--- src/rtl/prio_encoder_rr.sv ---
// Masked priority encoder (MSB-first, LSB-first, round-robin) feeding a
// single-entry registered valid/ready output stage with one cycle of latency.
module prio_encoder_rr #(
  parameter int WIDTH  = 32,
  parameter int CODE_W = $clog2(WIDTH)
) (
  input  logic              clk,
  input  logic              rst_n,
  input  logic              in_valid,
  output logic              in_ready,
  input  logic [WIDTH-1:0]  in_data,
  input  logic [WIDTH-1:0]  in_mask,
  input  logic [1:0]        in_mode,
  output logic              out_valid,
  input  logic              out_ready,
  output logic [CODE_W-1:0] out_code,
  output logic [WIDTH-1:0]  out_onehot,
  output logic              out_found
);

  localparam logic [CODE_W-1:0] LAST_IDX = CODE_W'(WIDTH - 1);
  localparam logic [WIDTH-1:0]  ONE_HOT0 = {{(WIDTH-1){1'b0}}, 1'b1};

  function automatic logic [CODE_W-1:0] lowest_idx(input logic [WIDTH-1:0] v);
    logic [CODE_W-1:0] r;
    r = '0;
    for (int i = WIDTH - 1; i >= 0; i--) begin
      if (v[i]) r = CODE_W'(i);
    end
    return r;
  endfunction

  function automatic logic [CODE_W-1:0] highest_idx(input logic [WIDTH-1:0] v);
    logic [CODE_W-1:0] r;
    r = '0;
    for (int i = 0; i < WIDTH; i++) begin
      if (v[i]) r = CODE_W'(i);
    end
    return r;
  endfunction

  logic              vld_p0;
  logic              found_p0;
  logic [CODE_W-1:0] code_p0;
  logic [WIDTH-1:0]  onehot_p0;
  logic [CODE_W-1:0] rr_ptr;

  logic              accept;
  logic              found;
  logic              mode_rr;
  logic [WIDTH-1:0]  eff;
  logic [WIDTH-1:0]  eff_hi;
  logic [CODE_W-1:0] sel_code;
  logic [WIDTH-1:0]  sel_onehot;

  assign in_ready = !vld_p0 || out_ready;
  assign accept   = in_valid && in_ready;
  assign eff      = in_data & ~in_mask;
  assign found    = |eff;
  assign mode_rr  = (in_mode == 2'b10);

  always_comb begin
    eff_hi     = '0;
    sel_code   = '0;
    sel_onehot = '0;
    for (int i = 0; i < WIDTH; i++) begin
      eff_hi[i] = eff[i] && (i >= int'(rr_ptr));
    end
    case (in_mode)
      2'b01:   sel_code = lowest_idx(eff);
      // Round-robin: first set bit at or above the pointer, else wrap to the lowest.
      2'b10:   sel_code = (|eff_hi) ? lowest_idx(eff_hi) : lowest_idx(eff);
      default: sel_code = highest_idx(eff);
    endcase
    if (found) sel_onehot = ONE_HOT0 << sel_code;
  end

  // Stage p0: result register, loaded on accept, held under backpressure.
  always_ff @(posedge clk or negedge rst_n) begin
    if (!rst_n) begin
      vld_p0    <= 1'b0;
      found_p0  <= 1'b0;
      code_p0   <= '0;
      onehot_p0 <= '0;
      rr_ptr    <= '0;
    end else if (accept) begin
      vld_p0    <= 1'b1;
      found_p0  <= found;
      code_p0   <= sel_code;
      onehot_p0 <= sel_onehot;
      if (mode_rr && found) begin
        rr_ptr <= (sel_code == LAST_IDX) ? '0 : sel_code + CODE_W'(1);
      end
    end else if (out_ready) begin
      vld_p0 <= 1'b0;
    end
  end

  assign out_valid  = vld_p0;
  assign out_found  = found_p0;
  assign out_code   = code_p0;
  assign out_onehot = onehot_p0;

endmodule

--- config.mk ---
export PLATFORM = sky130hd
export DESIGN_NAME = prio_encoder_rr
export DESIGN_NICKNAME = d
export VERILOG_FILES = /design/src/rtl/prio_encoder_rr.sv
export SDC_FILE = /design/constraint.sdc
export NUM_CORES = 1
export LEC_CHECK = 0
export BUFFER_PORTS_ARGS = -buffer_cell sky130_fd_sc_hd__buf_2
export CAP_MARGIN = 20
export CORE_MARGIN = 2
export CORE_UTILIZATION = 53
export CTS_CLUSTER_DIAMETER = 40
export DETAILED_ROUTE_END_ITERATION = 16
export PLACE_DENSITY_LB_ADDON = 0.1
export SLEW_MARGIN = 20
export SYNTH_ARGS = -nofsm -noshare
export SYNTH_HDL_FRONTEND = slang
export SYNTH_SLANG_ARGS = --single-unit
--- constraint.sdc ---
create_clock -name clk -period 4.37 [get_ports clk]
set_clock_uncertainty 0.05 [all_clocks]
set_input_delay 1.311 -clock clk [delete_from_list [all_inputs] [get_ports clk]]
set_output_delay 1.311 -clock clk [all_outputs]
set_load 0.01 [all_outputs]
==> After elaboration in Yosys (flattened, before gate mapping) <==
Cells that the tools add are included.
{ "word_totals": {"ff_bits": 44, "in_bits": 70, "output_inout_bits": 40, "elab_cells": 182} }
{ "classes": {"addsub": 1, "magnitude_cmp": 31, "eq_ne": 3, "shift": 1, "n_mux": 100, "n_bitwise": 2, "reduce_logical": 39} }
{ "op_table": {"columns": ["cell", "n"], "rows": [
  ["2-to-1 mux 5 bit", 95],
  ["greater-or-equal comparator 5 bit, first input constant", 15],
  ["OR reduction 32 bit", 2],
  ["greater-or-equal comparator 4 x 5 -> 1 bit, first input constant", 8],
  ["logical AND 1 bit", 33],
  ["AND 32 bit", 1],
  ["2-to-1 mux 32 bit", 1],
  ["inverter 32 bit", 1],
  ["left shift 1 x 5 -> 32 bit, first input constant", 1],
  ["greater-or-equal comparator 3 x 5 -> 1 bit, first input constant", 4],
  ["greater-or-equal comparator 1 x 5 -> 1 bit, first input constant", 2],
  ["greater-or-equal comparator 2 x 5 -> 1 bit, first input constant", 2],
  ["case mux 5 bit (2 select lines)", 1],
  ["adder 5 x 1 -> 5 bit, second input constant", 1],
  ["equality test 5 bit, second input constant", 1],
  ["2-to-1 mux 1 bit", 3],
  ["equality test 2 x 1 -> 1 bit, second input constant", 1],
  ["equality test 2 bit, second input constant", 1],
  ["AND reduction 2 bit", 1],
  ["nonzero test 2 bit", 1],
  ["zero test 1 bit", 1],
  ["logical OR 1 bit", 1]
]} }

==> Logic depth before layout (Yosys ltp) <==
Gate-level depths: netlist (run 1).
{ "depth": {"ltp_word": 38, "ltp_mapped": 16, "mapped_depth_nobuf": 13} }

==> Worst setup path after synthesis (run 1) <==
Ideal clock, no wire load.
{ "synth_timing": {"kind": "input-to-reg", "startpoint": "in in_mask[17]", "endpoint": "reg rr_ptr[3]", "setup_time_ps": 101, "arrival_time_ps": 4257, "required_time_ps": 4219, "setup_slack_ps": -38, "stages": 14, "n_path_buf": 1, "path_cell_list": "nand2b_1 > clkbuf_1 > a2111oi_0 > a221o_1 > a2111oi_4 > a41oi_2 > nor3_1 > o41ai_2 > inv_1 > ha_1 > and3_1 > ha_1 > nand2b_1 > o32ai_1"} }
{ "synth_between": {"elab_chain_len": 25, "elab_cells_between_ends": 63, "classes_between": "add/sub: 1; eq/ne: 1; mux: 54; bitwise: 2; reduce/logical: 5"} }
{ "synth_lines": {"columns": ["element", "line", "text"], "rows": [
  ["start: declaration", "12", "input logic [WIDTH-1:0] in_mask,"],
  ["inverter 32 bit *", "58", "assign eff = in_data & ~in_mask;"],
  ["AND 32 bit *", "58", null],
  ["logical AND 1 bit", "67", "eff_hi[i] = eff[i] && (i >= int'(rr_ptr));"],
  ["2-to-1 mux 5 bit (18 in a row)", "28", "if (v[i]) r = CODE_W'(i);"],
  ["2-to-1 mux 5 bit", "72", "2'b10: sel_code = (|eff_hi) ? lowest_idx(eff_hi) : lowest_idx(eff);"],
  ["case mux 5 bit (2 select lines) *", "69", "case (in_mode)"],
  ["via sel_code[0]", "53", "logic [CODE_W-1:0] sel_code;"],
  ["adder 5 x 1 -> 5 bit / equality test 5 bit (equally long branches)", "92", "rr_ptr <= (sel_code == LAST_IDX) ? '0 : sel_code + CODE_W'(1);"],
  ["2-to-1 mux 5 bit *", "92", null],
  ["end signal: assignment", "92", null],
  ["end: declaration", "46", "logic [CODE_W-1:0] rr_ptr;"]
]} }
Mark *: on every way through the listed nets, which the timed path passes. The rest lies on a longest branch.
A chain may end at the register's enable or synchronous reset.

==> Worst setup path after layout (run 1) <==
{ "layout_timing": {"startpoint": "in in_mask[9]", "endpoint": "reg rr_ptr[3]"} }
{ "layout_between": {"elab_chain_len": 28, "elab_cells_between_ends": 55, "classes_between": "add/sub: 1; eq/ne: 1; mux: 46; bitwise: 2; reduce/logical: 5"} }
{ "layout_lines": {"columns": ["element", "line", "text"], "rows": [
  ["inverter 32 bit *", "58", null],
  ["AND 32 bit *", "58", null],
  ["2-to-1 mux 5 bit (23 in a row)", "37", "if (v[i]) r = CODE_W'(i);"],
  ["case mux 5 bit (2 select lines) *", "69", null],
  ["via sel_code[0]", "53", null],
  ["adder 5 x 1 -> 5 bit / equality test 5 bit (equally long branches)", "92", null],
  ["2-to-1 mux 5 bit *", "92", null]
]} }
Marked as above.

==> metrics.txt, run 1 <==
TritonCTS clock tree=built; unrepaired setup endpoints after global routing=false; Die Outline Area=7740 um2; fraction of final layout cells with drive strength greater than 1=between 30% and 40%; y dimension of the die=about 90 um; DR vias=4418; Crit Reg-Reg Startpoint=rr_ptr[2]; Horiz. Die Dim=87.98 um; Worst Reg2Reg Path Length in Cells=10; worst slew pin tran=about 0.95 ns; layer carrying the most global-route usage=met2; clock insertion delay at the later pin of the skew report=between 0.2 and 0.3 ns; clock buffers created by TritonCTS=5; critical path capture point type=flop; number of antenna violations at the first check in global routing=0; total setup buffers inserted after CTS=0; data required time of the critical path=roughly 4.5 ns; routed wire length=about 13 mm; unique cell type count in the Yosys netlist=67; met3 track demand over resource in global routing=6.880%; number of clock sinks=44; standby leakage power=between 0.002 and 0.0025 uW; Crit Reg-Reg Endpoint=out_onehot[28]; top cell type by total area after synthesis=dfrtp_1; number of endpoints with negative hold slack in the final report=0; number of buffers added on ports=around 110; nature of the critical path startpoint=input pin; critical path class=input pin to flop; result of the run=finished clean; H-tree depth=2; Mean Syn Cell Area=around 8 um2; capture endpoint of the worst hold path=out_code[4]; Starting DRT DRC Count=376; met1 capacity usage during global routing=47.21%; global route total overflow=0; area overhead of the layout relative to synthesis=29.49%; Final Core Density=a little under three quarters; number of failing setup endpoints in the final timing report=0; synthesized netlist net count=540; first element of the critical path=in_mask[9]; most frequent cells in the layout=109 x buf_2, 50 x buf_4, 44 x dfrtp_1, 35 x nand2_1, 34 x o21ai_0; worst min path class=flop to flop; peak ir drop on the vdd network=~0.36 mV; final weighted congestion of routability-driven global placement=between 0.9 and 1; post-DP HPWL=9.944 mm; number of I/O pins=between 100 and 150; final hold slack=~0.44 ns; largest net degree at the start of global routing=between 40 and 50; Longest Clk Path Bufs=2; Yosys Warn Count=0; vias in the first global route=roughly 4000; clock input transition at the sequential cells of the worst setup and hold paths=approximately 0.090 ns; summed instance area of the synthesized netlist=roughly 3700 um2; area share of the leading cell type in the synthesized netlist=just under 30%; sequential-to-total area share from yosys stat=between 20% and 30%; WP data arrival=between 4 and 5 ns; DRC errors left=0; largest cells by area after synthesis=dfrtp_1 29%, nand2b_1 5.4%, a22o_1 4.9%, nor2b_1 4.7%, o21ai_0 4.6%; instance count along the most critical hold path=2; Top FF cell, synth=dfrtp_1; Final Cycle Share=a little over nine tenths; met2 Resource Use GR=about half; post-layout net count=686; vias per inst=around 6.3; Cells after Synth=roughly 460; areal power density over the cells=between 300 and 400 nW/um2; Placement Rows=30; wire length of the first global-routing pass=about 20 mm; remaining antenna violation count after routing=0; most common cell after layout, fill and taps aside=buf_2; max-cap violations=0; average wire length per cell after detail routing=~18 um; Setup TNS Final=0 ns; antenna diode count=0; DRT Pass-1 Iters=5; Initial Utilization=between 50% and 60%; maximum clock frequency=roughly 240 MHz; hold-fix buffers at CTS=0; setup slack on the worst flop-to-flop path=0.48 ns; buffer cell driving the clock tree root=clkbuf_8; area of the core=between 6000 and 7000 um2; global-route total usage across every layer=approximately a third; Resized cells post-CTS=0; register bit count reported by yosys=44; share of synthesized flip-flops with an asynchronous set or reset=100.0%; count of final max-slew check failures=0; worst-path maximum fanout=4; source of the worst hold timing path=out_code[4]; worst slew margin relative to its limit=36.73%; number of enable flip-flop cells after synthesis=0; min cycle time layout=roughly 4.2 ns
-- synth_stat cells, drive strengths merged, types with 2 or more instances --
master	n
dfrtp	44
nand2	35
o21ai	34
nor2	33
nand2b	32
nor2b	28
a21oi	26
a22o	21
inv	14
nand3	14
nand4	14
a32o	13
clkbuf	13
nor3	13
a211oi	9
ha	9
o22ai	9
nor4	8
buf	7
o211ai	7
a2111oi	6
a31oi	6
and2	6
o21bai	5
o31ai	5
a41oi	4
and3	3
o32ai	3
or4	3
a2111o	2
a22oi	2
nor4b	2
o2111ai	2
o311a	2
or2	2
or3	2
or4b	2
-- logic make-up after synthesis --
family	after synthesis	synth area share (%)
AND/OR/NAND/NOR	203	30.16
AO/OA/AOI/OAI	170	33.51
flip-flops	44	29.46
buffers and inverters	34	3.549
adder cells (fa/ha/maj)	9	3.013
multiplexers	1	0.3013
-- how the worst max path moves through the flow --
stage	endpoint	slack (ns)	depth (start not counted)
after floorplan	rr_ptr[3]	0.06	13
after global placement	rr_ptr[3]	0.05	14
after detailed placement	rr_ptr[3]	-0.1	14
after CTS	rr_ptr[3]	0.20	14
after global routing	rr_ptr[3]	0.008	14
final	rr_ptr[3]	0.19	14
-- layer usage --
metal,wire length (um),vias to the layer above
met1,5694,2047
met5,0,-
met4,149,0
met2,5524,269
li1,-,2083
met3,1154,19
-- power breakdown --
part | internal [uW] | total [uW] | switching [uW]
Clock | 172 | 321 | 148
Combinational | 328 | 815 | 487
Sequential | 451 | 514 | 62.6
Total | 951 | 1650 | 698
-- critical path: stages --
cell and delay (ns):
buf_2 0.11, or4b_2 0.69, nor2_1 0.13, a211oi_1 0.10, and4bb_2 0.32, a41oi_2 0.17
nor3_2 0.07, o41ai_4 0.35, inv_1 0.12, ha_2 0.19, and3_1 0.14, ha_1 0.18
nand2b_1 0.16, o32ai_1 0.26
-- per-stage QoR --
step           cell area, um2  setup WS [ns]  std cells  power [uW]
6_report                 4840         0.1895        704        1649
5_1_grt                  4840       0.007866        704        1742
4_1_cts                  4838         0.1958        704        1630
3_5_place_dp             4723       -0.09863        696        1311
3_3_place_gp             4723        0.04544        696        1300
2_1_floorplan            3762        0.06482        461       991.5
-- state kept, by name, indices dropped and copies added, names as in the netlist --
signal / flops
out_onehot: 32
out_code: 5
rr_ptr: 5
out_found: 1
out_valid: 1
-- final cells by class --
| type | count | area, um2 |
|---|---|---|
| inverters | 14 | 52.55 |
| flip-flops and latches | 44 | 1101 |
| multi-input cells | 383 | 2530 |
| clock buffers | 5 | 68.82 |
| repair buffers | 159 | 920.9 |
| clock inverters | 3 | 46.29 |
| fillers | 557 | 1954 |
| well taps | 96 | 120.1 |
(Power assumes the default switching activity.)
==> inputs of run 2 (changes only) <==
--- a/config.mk
+++ b/config.mk
@@ -5,11 +5,12 @@
 export SDC_FILE = /design/constraint.sdc
 export NUM_CORES = 1
 export LEC_CHECK = 0
+export ABC_AREA = 1
 export BUFFER_PORTS_ARGS = -buffer_cell sky130_fd_sc_hd__buf_2
 export CAP_MARGIN = 20
 export CORE_MARGIN = 2
 export CORE_UTILIZATION = 53
-export CTS_CLUSTER_DIAMETER = 40
+export CTS_CLUSTER_DIAMETER = 100
 export DETAILED_ROUTE_END_ITERATION = 16
 export PLACE_DENSITY_LB_ADDON = 0.1
 export SLEW_MARGIN = 20
==> run 2 against run 1 <==
Effect of this change:
- utilization fell by 3.9 points
- design area fell by 6.5%
- clock-buffer cell count did not move
- synthesized cell count rose by 28%
- setup slack improved by 0.13 ns
- clock power rose by 34%
- critical path depth rose by 27
- fmax rose by 3.1%
- critical endpoint is now rr_ptr[4]
==> metrics.txt, run 2 <==
result of the run=finished clean; worst slew pin tran=0.9529 ns (+0.005862 ns); Top FF cell, synth=dfrtp_1; post-DP HPWL=7.777 mm (-22%); Crit Reg-Reg Startpoint=rr_ptr[0]; critical path capture point type=flop; final hold slack=0.4323 ns (-0.003695 ns); clock insertion delay at the later pin of the skew report=0.30 ns (about the same); share of synthesized flip-flops with an asynchronous set or reset=100.0% (unchanged); combinational family with the most area after synthesis=simple AND/OR/NAND/NOR gates; worst-path maximum fanout=3 (-1); Setup TNS Final=0 ns (unchanged); Final Cycle Share=92.76% (-2.9 points); buffer cell driving the clock tree root=clkbuf_8; number of I/O pins=110 (unchanged); top cell type by total area after synthesis=dfrtp_1; vias per inst=5.096 (-19%); pre-CTS setup slack=-0.09262 ns (+0.006012 ns); vias in the first global route=3633 (-11%); Mean Syn Cell Area=6.127 um2 (-24%); setup slack on the worst flop-to-flop path=0.58 ns (+0.10 ns); Starting DRT DRC Count=132 (-65%); WP data arrival=4.18 ns (-0.14 ns); crit-path most repeated cell=nand2_1; largest cells by area after synthesis=dfrtp_1 30%, nand2_1 19%, inv_1 11%, nor2_1 6.6%, o21ai_0 6.2%; simple-gate share of the synthesized area=35.49% (+5.3 points); Power Total=1598 uW (-3.1%); capture endpoint of the worst hold path=out_onehot[17]; DR vias=4041 (-8.5%); synthesized netlist net count=670 (+24%); post-layout net count=791 (+15%); fraction of the mapped netlist area in compound gates=17.45% (-16 points); sequential-to-total area share from yosys stat=30.41% (+0.95 points); antenna diode count=0 (unchanged); area share of the leading cell type in the synthesized netlist=30.41% (+0.95 points); number of buffers added on ports=109 (unchanged); instance area at placement=4304 um2 (-8.9%); count of final max-slew check failures=0 (unchanged); Crit Reg-Reg Endpoint=out_onehot[11]; Placement Rows=30 (unchanged); combined area of the multi-input logic cells=2071 um2 (-18%); Yosys Warn Count=0 (unchanged); Cells after Synth=591 (+28%); standby leakage power=0.002658 uW (+17%); final weighted congestion of routability-driven global placement=0.9278 (-3.6%); areal power density over the cells=352.9 nW/um2 (+3.6%); wire length of the first global-routing pass=16.02 mm (-20%); average wire length per cell after detail routing=12.30 um (-31%); most common cell after layout, fill and taps aside=nand2_1; TritonCTS clock tree=built; maximum clock frequency=246.7 MHz (+3.1%); most used standard cell by instance count after synthesis=nand2_1; routed wire length=9.751 mm (-22%); y dimension of the die=86.66 um (-1.5%); summed instance area of the synthesized netlist=3621 um2 (-3.1%); source of the worst hold timing path=out_onehot[17]; number of antenna violations at the first check in global routing=0 (unchanged); first element of the critical path=in_mask[29]; filler instances=659 (+18%); min cycle time layout=4.054 ns (-0.1269 ns); Horiz. Die Dim=86.66 um (-1.5%); largest net degree at the start of global routing=45 (-4.3%); DRC errors left=0 (unchanged); Top delay family on crit path=simple AND/OR/NAND/NOR gates; Worst Reg2Reg Path Length in Cells=39 (+29); unique cell type count in the Yosys netlist=41 (-39%); maximum cell stage delay along the critical path=0.28 ns (-0.41 ns); max-cap violations=0 (unchanged); portion of netlist area occupied by mux cells=0% (-0.30 points); nature of the critical path startpoint=input pin; worst slew margin relative to its limit=36.47% (-0.25 points); number of failing setup endpoints in the final timing report=0 (unchanged); register bit count reported by yosys=44 (unchanged); clock buffers created by TritonCTS=5 (unchanged); Bufs and invs on worst path=3 (+1); crit path max-delay cell type=ha_2; share of synthesized cell area in full adder, half adder and majority cells=3.110% (+0.097 points); most frequent cells in the layout=183 x nand2_1, 109 x buf_2, 105 x inv_1, 61 x nor2_1, 44 x dfrtp_1; remaining antenna violation count after routing=0 (unchanged); Setup WS post-layout=0.3164 ns (+0.1269 ns); DRT Pass-1 Iters=5 (unchanged); H-tree depth=2 (unchanged); register cell area after layout=1101 um2 (unchanged); fraction of final layout cells with drive strength greater than 1=24.40% (-6.2 points); hold-fix buffers at CTS=0 (unchanged); Die Outline Area=7509 um2 (-3.0%); global-route total usage across every layer=26.39% (-6.3 points); critical path class=input pin to flop; area of the core=6719 um2 (-1.1%); clock input transition at the sequential cells of the worst setup and hold paths=0.09 ns (about the same); peak ir drop on the vdd network=0.1698 mV (-53%); XOR/XNOR share of the synthesized area=0% (unchanged); number of clock sinks=44 (unchanged); number of endpoints with negative hold slack in the final report=0 (unchanged); data required time of the critical path=4.49 ns (-0.02 ns); Initial Utilization=53.89% (-1.1 points); Longest Clk Path Bufs=2 (unchanged); number of enable flip-flop cells after synthesis=0 (unchanged); area overhead of the layout relative to synthesis=25.02%; instance count along the most critical hold path=2 (unchanged); Largest register FFs=32 (unchanged); Non-Filler Cell Area, Final=4527 um2 (-6.5%); most numerous cell types in the synthesized netlist=186 x nand2_1, 108 x inv_1, 64 x nor2_1; worst min path class=flop to flop; global route total overflow=0 (unchanged)
## run 2: changes by cell type after synthesis, sizes merged, moves of 9 or more
cell	delta
nand2	+158
o22ai	-9
nand3	+12
nor2b	-28
o21ai	+23
a32o	-13
inv	+101
nand4	-9
a22o	-21
nor2	+36
nand2b	-32
## run 2: area by class of cell
cell class	instances	area share [%]
Timing Repair Buffer	124	14.54
Clock inverter	3	1.990
Multi-Input combinational cell	421	45.74
Inverter	116	9.674
Sequential cell	44	24.32
Tap cell	80	2.211
Clock buffer	5	1.520
## run 2: worst max path at each step
stage                     end  slack (ns)  cells past startpoint
floorplan           rr_ptr[4]        0.32                     40
global placement    rr_ptr[4]      0.0004                     41
detailed placement  rr_ptr[2]       -0.09                     42
CTS                 rr_ptr[4]        0.22                     41
global route        rr_ptr[4]       -0.01                     41
finish              rr_ptr[4]        0.32                     41
## run 2: per-stage QoR
stage          instances  util [%]
2_1_floorplan        591         -
3_3_place_gp         782     64.06
3_5_place_dp         782     64.06
4_1_cts              790     66.42
5_1_grt              793     67.37
6_report             793     67.37
## run 2: logic make-up (layout without fill, tap and decap cells)
kind of cell,count (synthesis),in the layout
buf+inv,126,248
compound gates,106,106
fa+ha+maj,9,9
flops,44,44
simple gates,306,306
## run 2: report_power, final
group | total, uW | internal [uW] | leakage (uW) | switching, uW
Combinational | 654 | 227 | 0.00199 | 427
Clock | 429 | 286 | 0.0000784 | 143
Sequential | 515 | 452 | 0.000589 | 62.6
Total | 1600 | 965 | 0.00266 | 633
## run 2: metal layers
metal | global-route usage, % | share of wire, % | vias to the layer above
met4 | 9.659 | 2.3 | 0
met3 | 2.190 | 4.2 | 14
met1 | 31.76 | 43 | 1812
li1 | - | - | 2091
met2 | 48.67 | 51 | 124
met5 | 0 | 0 | -
## run 2: tightest hold or removal path, delay by kind of cell, from the launching register on
family             cells  cell delay (ns)
and+or+nand+nor        1             0.05
AOI/OAI and AO/OA      1             0.06
DFF                    1             0.34
## run 2: timing repair
action                                  in CTS  in global routing
gates resized for setup                      0                 22
endpoints found under the setup margin       0                 36
hold endpoints to repair                     0                  0
buffers inserted                             0                  3
